==> src/rtl/sensor_pkg.sv <==
// rtl/sensor_pkg.sv - shared widths, defaults and temperature FSM states
package sensor_pkg;

    localparam int TEMP_W = 7;
    localparam int SUM_W  = 9;
    localparam int CNT_W  = 3;

    localparam logic [TEMP_W-1:0] TEMP_MAX_DEF = 7'd100;
    localparam logic [TEMP_W-1:0] TEMP_RST_DEF = 7'd25;

    typedef enum logic {
        T_EMPTY,
        T_RUN
    } temp_state_t;

endpackage

==> src/rtl/debounce_cell.sv <==
// rtl/debounce_cell.sv - two-flop synchroniser plus counted debounce, optional fast set
module debounce_cell
    import sensor_pkg::*;
#(
    parameter int DEB_CYCLES = 4,
    parameter bit FAST_SET   = 1'b0
) (
    input  logic clk,
    input  logic rst,
    input  logic raw,
    output logic out
);

    localparam logic [CNT_W-1:0] CNT_LAST = CNT_W'(DEB_CYCLES - 1);

    logic             sync1;
    logic             sync2;
    logic [CNT_W-1:0] cnt;

    always_ff @(posedge clk) begin
        if (rst) begin
            sync1 <= 1'b0;
            sync2 <= 1'b0;
            cnt   <= '0;
            out   <= 1'b0;
        end else begin
            sync1 <= raw;
            sync2 <= sync1;
            if (sync2 == out) begin
                cnt <= '0;
            end else if (FAST_SET && sync2) begin
                // Safety path: an alarm is passed on as soon as it is synchronised.
                out <= 1'b1;
                cnt <= '0;
            end else if (cnt == CNT_LAST) begin
                out <= sync2;
                cnt <= '0;
            end else begin
                cnt <= cnt + 1'b1;
            end
        end
    end

endmodule

==> src/rtl/sensor_conditioner.sv <==
// rtl/sensor_conditioner.sv - debounced door/window/alarm levels and 4-sample temperature average
module sensor_conditioner
    import sensor_pkg::*;
#(
    parameter int                DEB_CYCLES = 4,
    parameter logic [TEMP_W-1:0] TEMP_MAX   = TEMP_MAX_DEF,
    parameter logic [TEMP_W-1:0] TEMP_RST   = TEMP_RST_DEF
) (
    input  logic              Clk,
    input  logic              Rst,
    input  logic              raw_fd,
    input  logic              raw_rd,
    input  logic              raw_w,
    input  logic              raw_fa,
    input  logic [TEMP_W-1:0] adc_temp,
    input  logic              adc_valid,
    output logic              SFD,
    output logic              SRD,
    output logic              SW,
    output logic              SFA,
    output logic [TEMP_W-1:0] ST,
    output logic              temp_fault
);

    debounce_cell #(.DEB_CYCLES(DEB_CYCLES), .FAST_SET(1'b0)) u_fd (.clk(Clk), .rst(Rst), .raw(raw_fd), .out(SFD));
    debounce_cell #(.DEB_CYCLES(DEB_CYCLES), .FAST_SET(1'b0)) u_rd (.clk(Clk), .rst(Rst), .raw(raw_rd), .out(SRD));
    debounce_cell #(.DEB_CYCLES(DEB_CYCLES), .FAST_SET(1'b0)) u_w  (.clk(Clk), .rst(Rst), .raw(raw_w),  .out(SW));
    debounce_cell #(.DEB_CYCLES(DEB_CYCLES), .FAST_SET(1'b1)) u_fa (.clk(Clk), .rst(Rst), .raw(raw_fa), .out(SFA));

    temp_state_t       state_q, state_d;
    logic [TEMP_W-1:0] w_q [4];
    logic [TEMP_W-1:0] w_d [4];
    logic [SUM_W-1:0]  sum_q, sum_d;
    logic [TEMP_W-1:0] st_q, st_d;
    logic              fault_q, fault_d;

    always_ff @(posedge Clk) begin
        if (Rst) begin
            state_q <= T_EMPTY;
            for (int i = 0; i < 4; i++) w_q[i] <= '0;
            sum_q   <= '0;
            st_q    <= TEMP_RST;
            fault_q <= 1'b0;
        end else begin
            state_q <= state_d;
            for (int i = 0; i < 4; i++) w_q[i] <= w_d[i];
            sum_q   <= sum_d;
            st_q    <= st_d;
            fault_q <= fault_d;
        end
    end

    always_comb begin
        state_d = state_q;
        for (int i = 0; i < 4; i++) w_d[i] = w_q[i];
        sum_d   = sum_q;
        st_d    = st_q;
        fault_d = fault_q;
        if (adc_valid) begin
            if (adc_temp > TEMP_MAX) begin
                fault_d = 1'b1;
            end else begin
                fault_d = 1'b0;
                if (state_q == T_EMPTY) begin
                    // First sample fills the whole window so the average starts at that value.
                    for (int i = 0; i < 4; i++) w_d[i] = adc_temp;
                    sum_d   = {adc_temp, 2'b00};
                    state_d = T_RUN;
                end else begin
                    w_d[0] = adc_temp;
                    w_d[1] = w_q[0];
                    w_d[2] = w_q[1];
                    w_d[3] = w_q[2];
                    sum_d  = sum_q + SUM_W'(adc_temp) - SUM_W'(w_q[3]);
                end
                st_d = sum_d[SUM_W-1:2];
            end
        end
    end

    assign ST         = st_q;
    assign temp_fault = fault_q;

endmodule

==> config.mk <==
export PLATFORM = sky130hd
export DESIGN_NAME = sensor_conditioner
export DESIGN_NICKNAME = d
export VERILOG_FILES = /design/src/rtl/sensor_pkg.sv /design/src/rtl/debounce_cell.sv /design/src/rtl/sensor_conditioner.sv
export SDC_FILE = /design/constraint.sdc
export NUM_CORES = 1
export LEC_CHECK = 0
export ABC_AREA = 1
export BUFFER_PORTS_ARGS = -buffer_cell sky130_fd_sc_hd__buf_4
export CORE_MARGIN = 1
export CORE_UTILIZATION = 59
export DETAILED_ROUTE_END_ITERATION = 10
export PLACE_DENSITY_LB_ADDON = 0.15
export SETUP_SLACK_MARGIN = 0.05
export SKIP_CTS_REPAIR_TIMING = 1
export SLEW_MARGIN = 20
export SYNTH_ARGS = -nofsm -noshare
export SYNTH_HDL_FRONTEND = slang
export SYNTH_SLANG_ARGS = --single-unit
==> constraint.sdc <==
create_clock -name Clk -period 2.6 [get_ports Clk]
set_input_delay 0.13 -clock Clk [delete_from_list [all_inputs] [get_ports Clk]]
set_output_delay 0.13 -clock Clk [all_outputs]
set_load 0.01 [all_outputs]
Word level (Yosys, flattened, before mapping)
Memory sizes are Yosys's and may differ from the RTL's.
Cells that the tools add are included.
{"block": "totals", "ff_bits": 42, "input_bits": 14, "memories": 1, "ram_bits": 28}
{"memory": "w_q", "depth": 4, "width": 7, "read_ports": 4, "rd_clocked_by_memory_dff": 0, "wr": 4, "line_no": "sensor_conditioner.sv:31", "source": "logic [TEMP_W-1:0] w_q [4];"}
{"block": "classes", "order_cmp": 1, "n_bitwise": 9, "mux": 14, "reduce_logical": 10, "n_eq_ne": 8, "addsub": 6}
{"operator": "$mux 28", "n": 2}
{"operator": "$mux 7", "n": 4}
{"operator": "$mux 21", "n": 1}
{"operator": "$add 3x1->3 const B", "n": 4}
{"operator": "$eq 3x2->1 const B", "n": 4}
{"operator": "$reduce_and 2->1", "n": 5}
{"operator": "$add 9x7->9", "n": 1}
{"operator": "$mux 9", "n": 1}
{"operator": "$reduce_or 3->1", "n": 3}
{"operator": "$sub 9x7->9", "n": 1}
{"operator": "$gt 7x7->1 const B", "n": 1}
{"operator": "$mux 1", "n": 6}
{"operator": "$not 1->1", "n": 5}
{"operator": "$eq 1x1->1", "n": 4}
{"operator": "$or 1x1->1", "n": 4}
{"operator": "$reduce_or 4->1", "n": 1}
{"operator": "$reduce_bool 2->1", "n": 1}

Depth between registers and ports, before layout
Gate-level depths: netlist of run 1.
{"block": "logic_depth", "depth_word": 4, "ltp_mapped": 14, "ltp_nobuf": 14}

Hierarchy
A second synthesis of run 1 with hierarchy kept.
{"block": "hier_totals", "cells_unflattened": 420, "area_unflattened_um2": 3215.6}
{"mod": "sensor_conditioner", "cells_per_inst": 313, "area_each_um2": 2308.5, "seq_area_each_um2": 840.8, "instances": 1}
{"mod": "debounce_cell (u_fd ...)", "cells_per_inst": 27, "area_each_um2": 226.5, "seq_area_each_um2": 120.1, "instances": 3}
{"mod": "debounce_cell (u_fa)", "cells_per_inst": 26, "area_each_um2": 227.7, "seq_area_each_um2": 120.1, "instances": 1}

Worst setup path before layout of run 1
No wires, ideal clock.
{"block": "synth_timing", "kind": "register to register", "start": "reg sum_q[2]", "end": "reg sum_q[3]", "stages_incl_launch_ff": 11, "required_ns": 2.479, "n_path_buf": 0, "setup_slack_ns": 0.611, "t_arrival_ns": 1.868, "period_less_slack_ns": 1.989, "setup_time_ns": 0.121, "cell_sequence": "dfxtp_1 -> inv_1 -> fa_1 -> inv_1 -> ha_1 -> nand2_1 -> nand2_1 -> o21bai_1 -> or2_2 -> nand3_1 -> a21oi_1"}
{"block": "synth_via", "elab_chain_cells": 3}
{"item": "from (decl)", "line_no": "sensor_conditioner.sv:33", "source": "logic [SUM_W-1:0] sum_q, sum_d;"}
{"item": "from (signal assigned)", "line_no": "sensor_conditioner.sv:47", "source": "sum_q <= sum_d;"}
{"item": "$add 9x7->9", "line_no": "sensor_conditioner.sv:74", "source": "sum_d = sum_q + SUM_W'(adc_temp) - SUM_W'(w_q[3]);"}
{"item": "$sub 9x7->9", "line_no": "sensor_conditioner.sv:74"}
{"item": "$mux 9", "line_no": "sensor_conditioner.sv:64", "source": "if (state_q == T_EMPTY) begin"}
No other way between the ends.
A chain may end at the register's enable or synchronous reset.

Worst setup path after layout of run 1
{"block": "layout_timing", "start": "reg sum_q[3]", "end": "reg sum_q[4]"}
Same word-level chain as after synthesis.

==> impl_metrics.csv, run 1 <==
group,metric,value,unit
cells_and_area,final_util,68.9,%
synthesis,ys.flop_type,"dfxtp_1",
timing,skew,10.0,ps
min_path,worstHoldStart,"raw_rd",
timing,setup_tns,0,ps
setup_path,r2r-start,"sum_q[3]",
cts,cts_root_buf,"clkbuf_8",
synthesis,syn-num-nets,432,
timing,slew_headroom,46.7,%
synthesis,syn_area_per_cell,7.89,sq um
power_and_ir_drop,ir_worst_vdd,0.412,mV
synthesis,synth_edf_count,0,
cells_and_area,final_nets,453,
timing,hold_ws,-0.366,ps
global_route,antenna_found_initial,0,
detailed_routing,drt-total-wl,6140,microns
floorplan,die_w,74.5,microns
cells_and_area,finish.instance_area,3500,sq um
floorplan,start_util,61.1,%
floorplan,num_rows,26,
synthesis,synth-compound-area-share,15.4,%
timing,hold_viol_final,1,
cells_and_area,syn_to_final_growth,12.7,%
setup_path,cp-start-kind,"flop",
synthesis,syn-cell-area,3100,sq um
status,status,"complete, but fails checks",
timing,worst_slew_pin_slew,799,ps
detailed_routing,routedWlPerCell,12.5,microns
detailed_routing,drt_iter0_drc,188,
synthesis,synth-simple-area-share,17.6,%
cts,clock_latency,340,ps
synthesis,synthCells,393,
floorplan,fp.dieH,74.5,microns
floorplan,die-area,5550,sq um
setup_path,crit_required,2830,ps
cts,htree_levels,3,
timing,period_share,83.4,%
detailed_routing,drc,0,
setup_path,cp-startpoint,"sum_q[3]",
power_and_ir_drop,powerDensity,722,nW/um^2
placement,pre_cts_slack,453,ps
setup_path,crit_type,"reg2reg",
timing,setup_ws,433,ps
cts,cts_tree,"built",
job,max_cap_viol_count,0,
status,violations,"hold timing",
placement,port_buffers,25,
detailed_routing,firstDrtPassIters,6,
synthesis,muxShareOfSynthArea,0,%
cells_and_area,antenna_cells,0,
detailed_routing,viasPerCell,5.17,
setup_path,cp.arrival,2400,ps
cts,path_clk_slew,70,ps
cells_and_area,layout-drive-gt1-share,12.6,%
global_route,grt_pass1_wl,10100,microns
synthesis,yosysSeqAreaShare,42.6,%
global_route,overflow,0,
synthesis,synth_xor_area_share,0.565,%
timing,max_freq,461,MHz
timing,layout_min_cycle_time,2170,ps
detailed_routing,dr_total_vias,2530,
floorplan,coreArea,5070,sq um
cts,clock-sinks,66,
synthesis,yosys_warnings,0,
synthesis,synth-async-reset-ratio,0,%
power_and_ir_drop,p_leak,1.61,nW
placement,gp_congestion,0.897,
detailed_routing,ant_nets,0,
cts,cts_buffers,9,
global_route,grt_usage,24.6,%
min_path,hold_path.class,"in2reg",
timing,grt_setup_unrepaired,"false",
setup_path,rrSetupSlack,430,ps
setup_path,worst-path-max-fanout,5,
floorplan,pin_count,26,
synthesis,synth_top_family_by_area,"simple AND/OR/NAND/NOR gates",
synthesis,synthAdderAreaFrac,11.8,%
global_route,grt_max_degree,35,
global_route,grt_pass1_vias,2286,
placement,place_area,3270,sq um
placement,hpwl,4280,microns
timing,setup_viol,0,
synthesis,synth_cell_types,32,
cts,ctsLongestPathBuffers,2,
synthesis,ys_seq_elements,66,
timing,drv_slew,0,
setup_path,worstSetupEndpointType,"flop",
-- metrics by stage --
step | instances | power, mW | hold slack [ps]
final | 489 | 2.52 | -0.366
after global routing | 489 | 2.67 | 6.31
after CTS | 487 | 2.54 | -6.20
after detailed placement | 471 | 1.62 | 344
after global placement | 471 | 1.61 | 330
after floorplan | 393 | 1.50 | 229
-- synthesized netlist by cell type (2+ instances only) --
cell / n / area (sq um)
nor2_1: 42 / 158
nand4_1: 4 / 25.0
ha_1: 18 / 225
buf_6: 4 / 45.0
inv_1: 65 / 244
dfxtp_1: 66 / 1320
a21oi_2: 4 / 35.0
buf_4: 5 / 37.5
a21oi_1: 37 / 185
o211ai_1: 3 / 22.5
a31oi_1: 6 / 37.5
o21ai_1: 4 / 20.0
clkbuf_1: 6 / 22.5
nand3_1: 17 / 85.1
a211oi_1: 4 / 30.0
buf_2: 2 / 10.0
or2_2: 3 / 18.8
fa_1: 7 / 140
nand2_1: 59 / 221
o21ai_0: 25 / 125
-- sequential cells by signal, summed over array words and instances (netlist names), 3 cells and up --
signal and cells:
u_w.cnt 3, u_fd.cnt 3, sum_q 9, u_fa.cnt 3, ST 3, u_rd.cnt 3
w_q 28
-- cell usage in the layout, fill, tap and decap left out, types with 2 or more instances in the layout --
cell           synthesis  layout
a211oi_1               4       4
a21oi_1               37      37
a21oi_2                4       4
a31oi_1                6       6
buf_4                  5      26
bufinv_16              0       2
clkbuf_1               6       2
clkbuf_8               0       9
clkinv_2               0       2
dfxtp_1               66      66
dlygate4sd3_1          0       2
fa_1                   7       7
ha_1                  18      18
inv_1                 65      65
nand2_1               59      59
nand3_1               17      17
nand4_1                4       4
nor2_1                42      42
o211ai_1               3       3
o21ai_0               25      25
o21ai_1                4       4
or2_2                  3       3
-- area by class of cell --
cell class              instances  area [sq um]
fillers                       461          1580
multi-input cells             242          1410
flip-flops and latches         66          1320
inverters                      67           254
repair buffers                 28           215
clock buffers                  11           131
well taps                      70          87.6
clock inverters                 5          78.8
-- critical path: stages, from the launching register on --
cell     delay [ps]
dfxtp_1         360
inv_1            70
fa_1            500
inv_1            40
ha_1            350
nand2_1         100
inv_1            50
nand2_1          50
nand3_1         120
or2_2           300
nand3_1          70
a21oi_1          60
-- path summary, 6_finish.rpt --
check,endpoint,depth (start not counted)
hold / removal,u_rd.sync1,3
setup / recovery,sum_q[4],11
setup reg to reg,sum_q[4],11
hold reg to reg,u_rd.sync2,2
-- logic make-up after synthesis --
kind of cell / count (synthesis)
AOI/OAI and AO/OA: 86
xor gates and xnor gates: 2
adders and majority gates: 25
buffers and inverters: 85
DFF: 66
and+or+nand+nor: 129
-- where the power goes --
part / switching, mW / leakage [nW] / internal (mW)
clock: 0.385 / 0.107 / 0.539
sequential: 0.0328 / 0.543 / 1.07
combinational: 0.300 / 0.957 / 0.195
-- layer usage --
layer	routed length, microns	GRT usage, %	up-vias
met5	0	0	-
met4	166	12.2	0
met3	169	5.83	13
met2	2920	40.1	41
met1	2880	30.5	1176
li1	-	-	1300
Power figures use the tool's default switching activity.
==> run 2: changes to the inputs <==
==> constraint.sdc (replaced) <==
create_clock -name Clk -period 2.07 [get_ports Clk]
set_input_delay 0.1035 -clock Clk [delete_from_list [all_inputs] [get_ports Clk]]
set_output_delay 0.1035 -clock Clk [all_outputs]
set_load 0.01 [all_outputs]
==> run 2 against run 1 <==
The flow now finishes without violations; clock-buffer cell count rose by 3; die area did not move; total power rose by 33%; global-route usage fell by 0.27 points; via count rose by 2.7%; setup slack got worse by 380 ps; register-to-register slack got worse by 380 ps; clock skew fell by 1.0 ps; final cell count rose by 1.4%; critical endpoint is now sum_q[6].
==> impl_metrics.csv, run 2 (synthesized netlist as in run 1, its figures left out) <==
group,metric,value,unit
setup_path,cp-start-kind,"flop",
timing,slew_headroom,45.2,%
global_route,grt_max_degree,35,
power_and_ir_drop,powerDensity,899,nW/um^2
detailed_routing,routedWlPerCell,13.5,microns
cells_and_area,reg_top3,"w_q x28, sum_q x9",
timing,setup_viol,0,
cells_and_area,regMostFlops,"w_q",
cells_and_area,fill_cells,414,
setup_path,cp.arrival,2250,ps
cells_and_area,register_area,1330,sq um
global_route,grt_pass1_wl,10100,microns
detailed_routing,viasPerCell,5.24,
timing,worst_slew_pin_slew,821,ps
cts,ctsLongestPathBuffers,2,
floorplan,start_util,61.1,%
timing,skew,8.98,ps
cts,cts_tree,"built",
cells_and_area,stdcell_count,496,
cts,clock_latency,350,ps
setup_path,crit_required,2300,ps
power_and_ir_drop,p_leak,1.66,nW
power_and_ir_drop,ir_worst_vdd,0.598,mV
detailed_routing,ant_nets,0,
detailed_routing,drc,0,
floorplan,coreArea,5070,sq um
timing,period_share,97.3,%
cells_and_area,finish.instance_area,3730,sq um
status,status,"finished, final reports clean",
cts,path_clk_slew,70,ps
global_route,antenna_found_initial,0,
job,max_cap_viol_count,0,
global_route,grt_pass1_vias,2260,
cts,cts_buffers,9,
timing,drv_slew,0,
floorplan,pin_count,26,
cells_and_area,largest_reg_flops,28,
setup_path,worstSetupEndpointType,"flop",
floorplan,num_rows,26,
timing,grt_setup_unrepaired,"true",
placement,port_buffers,25,
detailed_routing,firstDrtPassIters,5,
detailed_routing,dr_total_vias,2598,
cts,cts_root_buf,"clkbuf_8",
power_and_ir_drop,comb_power_share,26.1,%
power_and_ir_drop,swShare,29.8,%
global_route,overflow,0,
cells_and_area,multi_input_area,1590,sq um
floorplan,die-area,5550,sq um
power_and_ir_drop,p_clk_share,32.4,%
cells_and_area,final_nets,460,
placement,dp_cells,475,
power_and_ir_drop,seqPwrFrac,41.5,%
cells_and_area,final_util,73.5,%
placement,gp_congestion,0.972,
global_route,grt_usage,24.3,%
detailed_routing,drt_iter0_drc,217,
floorplan,fp.dieH,74.5,microns
cts,htree_levels,3,
placement,place_area,3300,sq um
placement,hpwl,4170,microns
timing,layout_min_cycle_time,2010,ps
cells_and_area,syn_to_final_growth,20.3,%
detailed_routing,drt-total-wl,6720,microns
timing,max_freq,497,MHz
power_and_ir_drop,internal-power,2.35,mW
setup_path,crit_type,"reg2reg",
floorplan,die_w,74.5,microns
min_path,hold_path.class,"in2reg",
power_and_ir_drop,power.switching,998,uW
cells_and_area,mostFrequentLayoutCell,"dfxtp_1",
cells_and_area,layout-drive-gt1-share,23.2,%
cells_and_area,antenna_cells,0,
cells_and_area,final_cell_mix,"60 x dfxtp_1, 54 x inv_1, 54 x nand2_1",
timing,hold_viol_final,0,
cts,clock-sinks,66,
setup_path,worst-path-max-fanout,4,
-- run 2: cell count changes in the layout (fill, tap and decap cells not counted), sizes merged --
cell	previous run	this run
clkbuf	11	14
clkinv	3	1
dlygate4sd3	2	4
buf	26	31
bufinv	2	1
-- run 2: per-layer routing --
metal  part of all wire, %  track usage (%)
met1                    45             30.4
met3                   3.9             5.42
met2                    48             39.3
met4                   2.7             12.6
met5                     0                0
-- run 2: power by group through the flow --
stage	clock network (mW)	registers [mW]	logic [mW]
global placement	0	1.41	0.625
detailed placement	0	1.41	0.635
global route	1.17	1.40	0.961
floorplan	0	1.41	0.480
finish	1.09	1.39	0.876
CTS	1.09	1.39	0.640
-- run 2: cell type report --
class	instances	share of cell area [%]
Multi-Input combinational cell	242	42.6
Clock inverter	2	0.939
Sequential cell	66	35.6
Tap cell	70	2.35
Clock buffer	14	4.36
Timing Repair Buffer	35	7.31
Inverter	67	6.81
-- run 2: final timing paths --
check / slack [ps] / endpoint / cells past startpoint / start
worst min-delay path: 20 / w_q[0][6] / 2 / adc_valid
worst min register to register: 400 / u_rd.sync2 / 2 / u_rd.sync1
worst max-delay path: 60 / sum_q[6] / 13 / sum_q[3]
worst max register to register: 60 / sum_q[6] / 13 / sum_q[3]
-- run 2: critical path, stage by stage (launching register included) --
cell	delay, ps
dfxtp_2	330
inv_2	40
fa_1	540
inv_2	50
ha_4	300
nand2_1	80
inv_2	80
nand3_2	80
nand3_1	70
nand2_1	60
nand3_2	100
nand3_1	70
nand2_1	60
inv_1	50
-- run 2: through the flow --
step / worst slack [ps] / hold slack (ps) / setup TNS [ps] / total power [mW]
2_1_floorplan: 81.3 / 203 / 0 / 1.89
3_3_place_gp: -22.7 / 302 / -37.0 / 2.04
3_5_place_dp: -51.8 / 313 / -116 / 2.05
4_1_cts: -80.1 / -37.4 / -191 / 3.12
5_1_grt: -27.0 / 29.0 / -42.5 / 3.52
6_report: 56.3 / 16.7 / 0 / 3.35
==> run 3: changes to the inputs <==
--- a/config.mk
+++ b/config.mk
@@ -11,7 +11,7 @@
 export CORE_UTILIZATION = 59
 export DETAILED_ROUTE_END_ITERATION = 10
 export PLACE_DENSITY_LB_ADDON = 0.15
-export SETUP_SLACK_MARGIN = 0.05
+export SETUP_SLACK_MARGIN = 0.1
 export SKIP_CTS_REPAIR_TIMING = 1
 export SLEW_MARGIN = 20
 export SYNTH_ARGS = -nofsm -noshare
==> run 3 against run 2 <==
Register-to-register slack about the same; hold slack improved by 10 ps; first-iteration DRC count decreased by 37%; total power decreased by 0.24%; setup slack worse by 1.8 ps; via count grew 0.35%; fmax hardly changed; clock skew decreased by 3.9 ps; largest cell class unchanged.
==> impl_metrics.csv, run 3 (synthesized netlist as in run 1, its figures left out) <==
group,metric,value,unit
detailed_routing,drt-total-wl,6560,microns
timing,slew_headroom,44.2,%
placement,port_buffers,25,
floorplan,start_util,61.1,%
detailed_routing,dr_total_vias,2607,
cells_and_area,syn_to_final_growth,20.9,%
global_route,grt_pass1_wl,9520,microns
detailed_routing,drt_iter0_drc,136,
setup_path,rrSetupSlack,50,ps
setup_path,crit_required,2320,ps
setup_path,worstRegToRegCells,13,
power_and_ir_drop,powerDensity,892,nW/um^2
global_route,antenna_found_initial,0,
detailed_routing,ant_nets,0,
setup_path,cp.arrival,2260,ps
power_and_ir_drop,total_power,3.34,mW
timing,setup_viol,0,
timing,setup_tns,0,ps
floorplan,num_rows,26,
status,status,"finished, final reports clean",
power_and_ir_drop,swShare,29.8,%
detailed_routing,routedWlPerCell,13.1,microns
floorplan,fp.dieH,74.5,microns
cells_and_area,final_cell_mix,"59 x dfxtp_1, 56 x inv_1, 55 x nand2_1",
cts,path_clk_slew,70,ps
cells_and_area,fill_cells,378,
floorplan,die_w,74.5,microns
cells_and_area,final_util,73.9,%
floorplan,pin_count,26,
detailed_routing,drc,0,
setup_path,timing.rr.end,"sum_q[5]",
cells_and_area,reg_top3,"w_q x28, sum_q x9",
cts,cts_tree,"built",
timing,skew,5.11,ps
placement,hpwl,4260,microns
min_path,hold_path.class,"in2reg",
cts,cts_buffers,9,
cells_and_area,largest_reg_flops,28,
cts,clock_latency,350,ps
cts,htree_levels,3,
cts,clock-sinks,66,
power_and_ir_drop,p_clk_share,33.1,%
timing,layout_min_cycle_time,2020,ps
detailed_routing,viasPerCell,5.22,
placement,gp_congestion,0.965,
setup_path,worst-path-max-fanout,2,
setup_path,crit_type,"reg2reg",
setup_path,worstSetupEndpointType,"flop",
floorplan,die-area,5550,sq um
power_and_ir_drop,power.switching,998,uW
global_route,grt_usage,23.5,%
global_route,grt_max_degree,35,
power_and_ir_drop,ir_worst_vdd,0.607,mV
cts,cts_root_buf,"clkbuf_8",
cells_and_area,register_area,1330,sq um
timing,period_share,97.4,%
power_and_ir_drop,p_leak,1.67,nW
power_and_ir_drop,seqPwrFrac,41.6,%
timing,grt_setup_unrepaired,"true",
job,max_cap_viol_count,0,
detailed_routing,firstDrtPassIters,4,
min_path,hold_path_depth,2,
timing,hold_viol_final,0,
setup_path,cp-start-kind,"flop",
floorplan,coreArea,5070,sq um
global_route,grt_pass1_vias,2229,
setup_path,r2r-start,"sum_q[1]",
cts,ctsLongestPathBuffers,2,
power_and_ir_drop,comb_power_share,25.3,%
cells_and_area,antenna_cells,0,
cells_and_area,layout-drive-gt1-share,24.2,%
timing,max_freq,496,MHz
timing,drv_slew,0,
cells_and_area,mostFrequentLayoutCell,"dfxtp_1",
timing,worst_slew_pin_slew,836,ps
cells_and_area,multi_input_area,1580,sq um
global_route,overflow,0,
power_and_ir_drop,internal-power,2.35,mW
min_path,holdPathEnd,"w_q[0][6]",
cells_and_area,final_nets,463,
min_path,worstHoldStart,"adc_valid",
cells_and_area,regMostFlops,"w_q",
## run 3: cell types whose count changed in the layout (fill, tap and decap cells not counted), sizes merged
cell and change:
clkbuf -2, clkinvlp +2, buf +3
## run 3: how the worst max path moves through the flow
stage                        start       end  slack (ps)  cells after the start
after detailed placement  sum_q[5]  sum_q[6]         -30                     11
after CTS                 sum_q[5]  sum_q[6]         -60                     11
after floorplan           sum_q[3]  sum_q[4]         100                     11
final                     sum_q[1]  sum_q[5]          50                     13
after global routing      sum_q[1]  sum_q[5]         -30                     13
after global placement    sum_q[5]  sum_q[6]         -20                     11
## run 3: per-layer routing
layer	GRT usage, %	wire, microns
met5	0	0
met4	11.5	177
met3	7.45	282
met1	27.0	2870
met2	39.4	3230
## run 3: stage by stage
step	worst slack [ps]	area (sq um)	hold slack [ps]	instances
final	54.5	3750	26.7	499
after detailed placement	-34.4	3320	313	476
after global routing	-34.9	3750	20.0	499
after global placement	-23.7	3320	301	476
after CTS	-59.1	3520	-48.6	492
after floorplan	103	3110	203	393
## run 3: power by group through the flow
stage                     registers [mW]  clock network, mW  logic, mW
final                               1.39               1.11      0.846
after CTS                           1.39               1.12      0.648
after global routing                1.40               1.18      0.938
after global placement              1.41                  0      0.632
after detailed placement            1.41                  0      0.642
after floorplan                     1.41                  0      0.489
## run 3: layout make-up
class,count,share of cell area (%)
flip-flops and latches,66,35.5
repair buffers,38,7.87
clock buffers,12,4.14
multi-input cells,242,42.1
clock inverters,4,1.33
well taps,70,2.33
inverters,67,6.77
## run 3: worst max-delay path, stage by stage, from the launching register on
cell and delay, ps:
dfxtp_2 320, inv_2 40, fa_2 560, inv_2 60, ha_4 260, nand2_2 60
nor2_1 90, nand2_1 80, nand3_1 80, nand2_1 60, nand3_2 110, nand3_2 70
nand2_1 80, inv_1 50
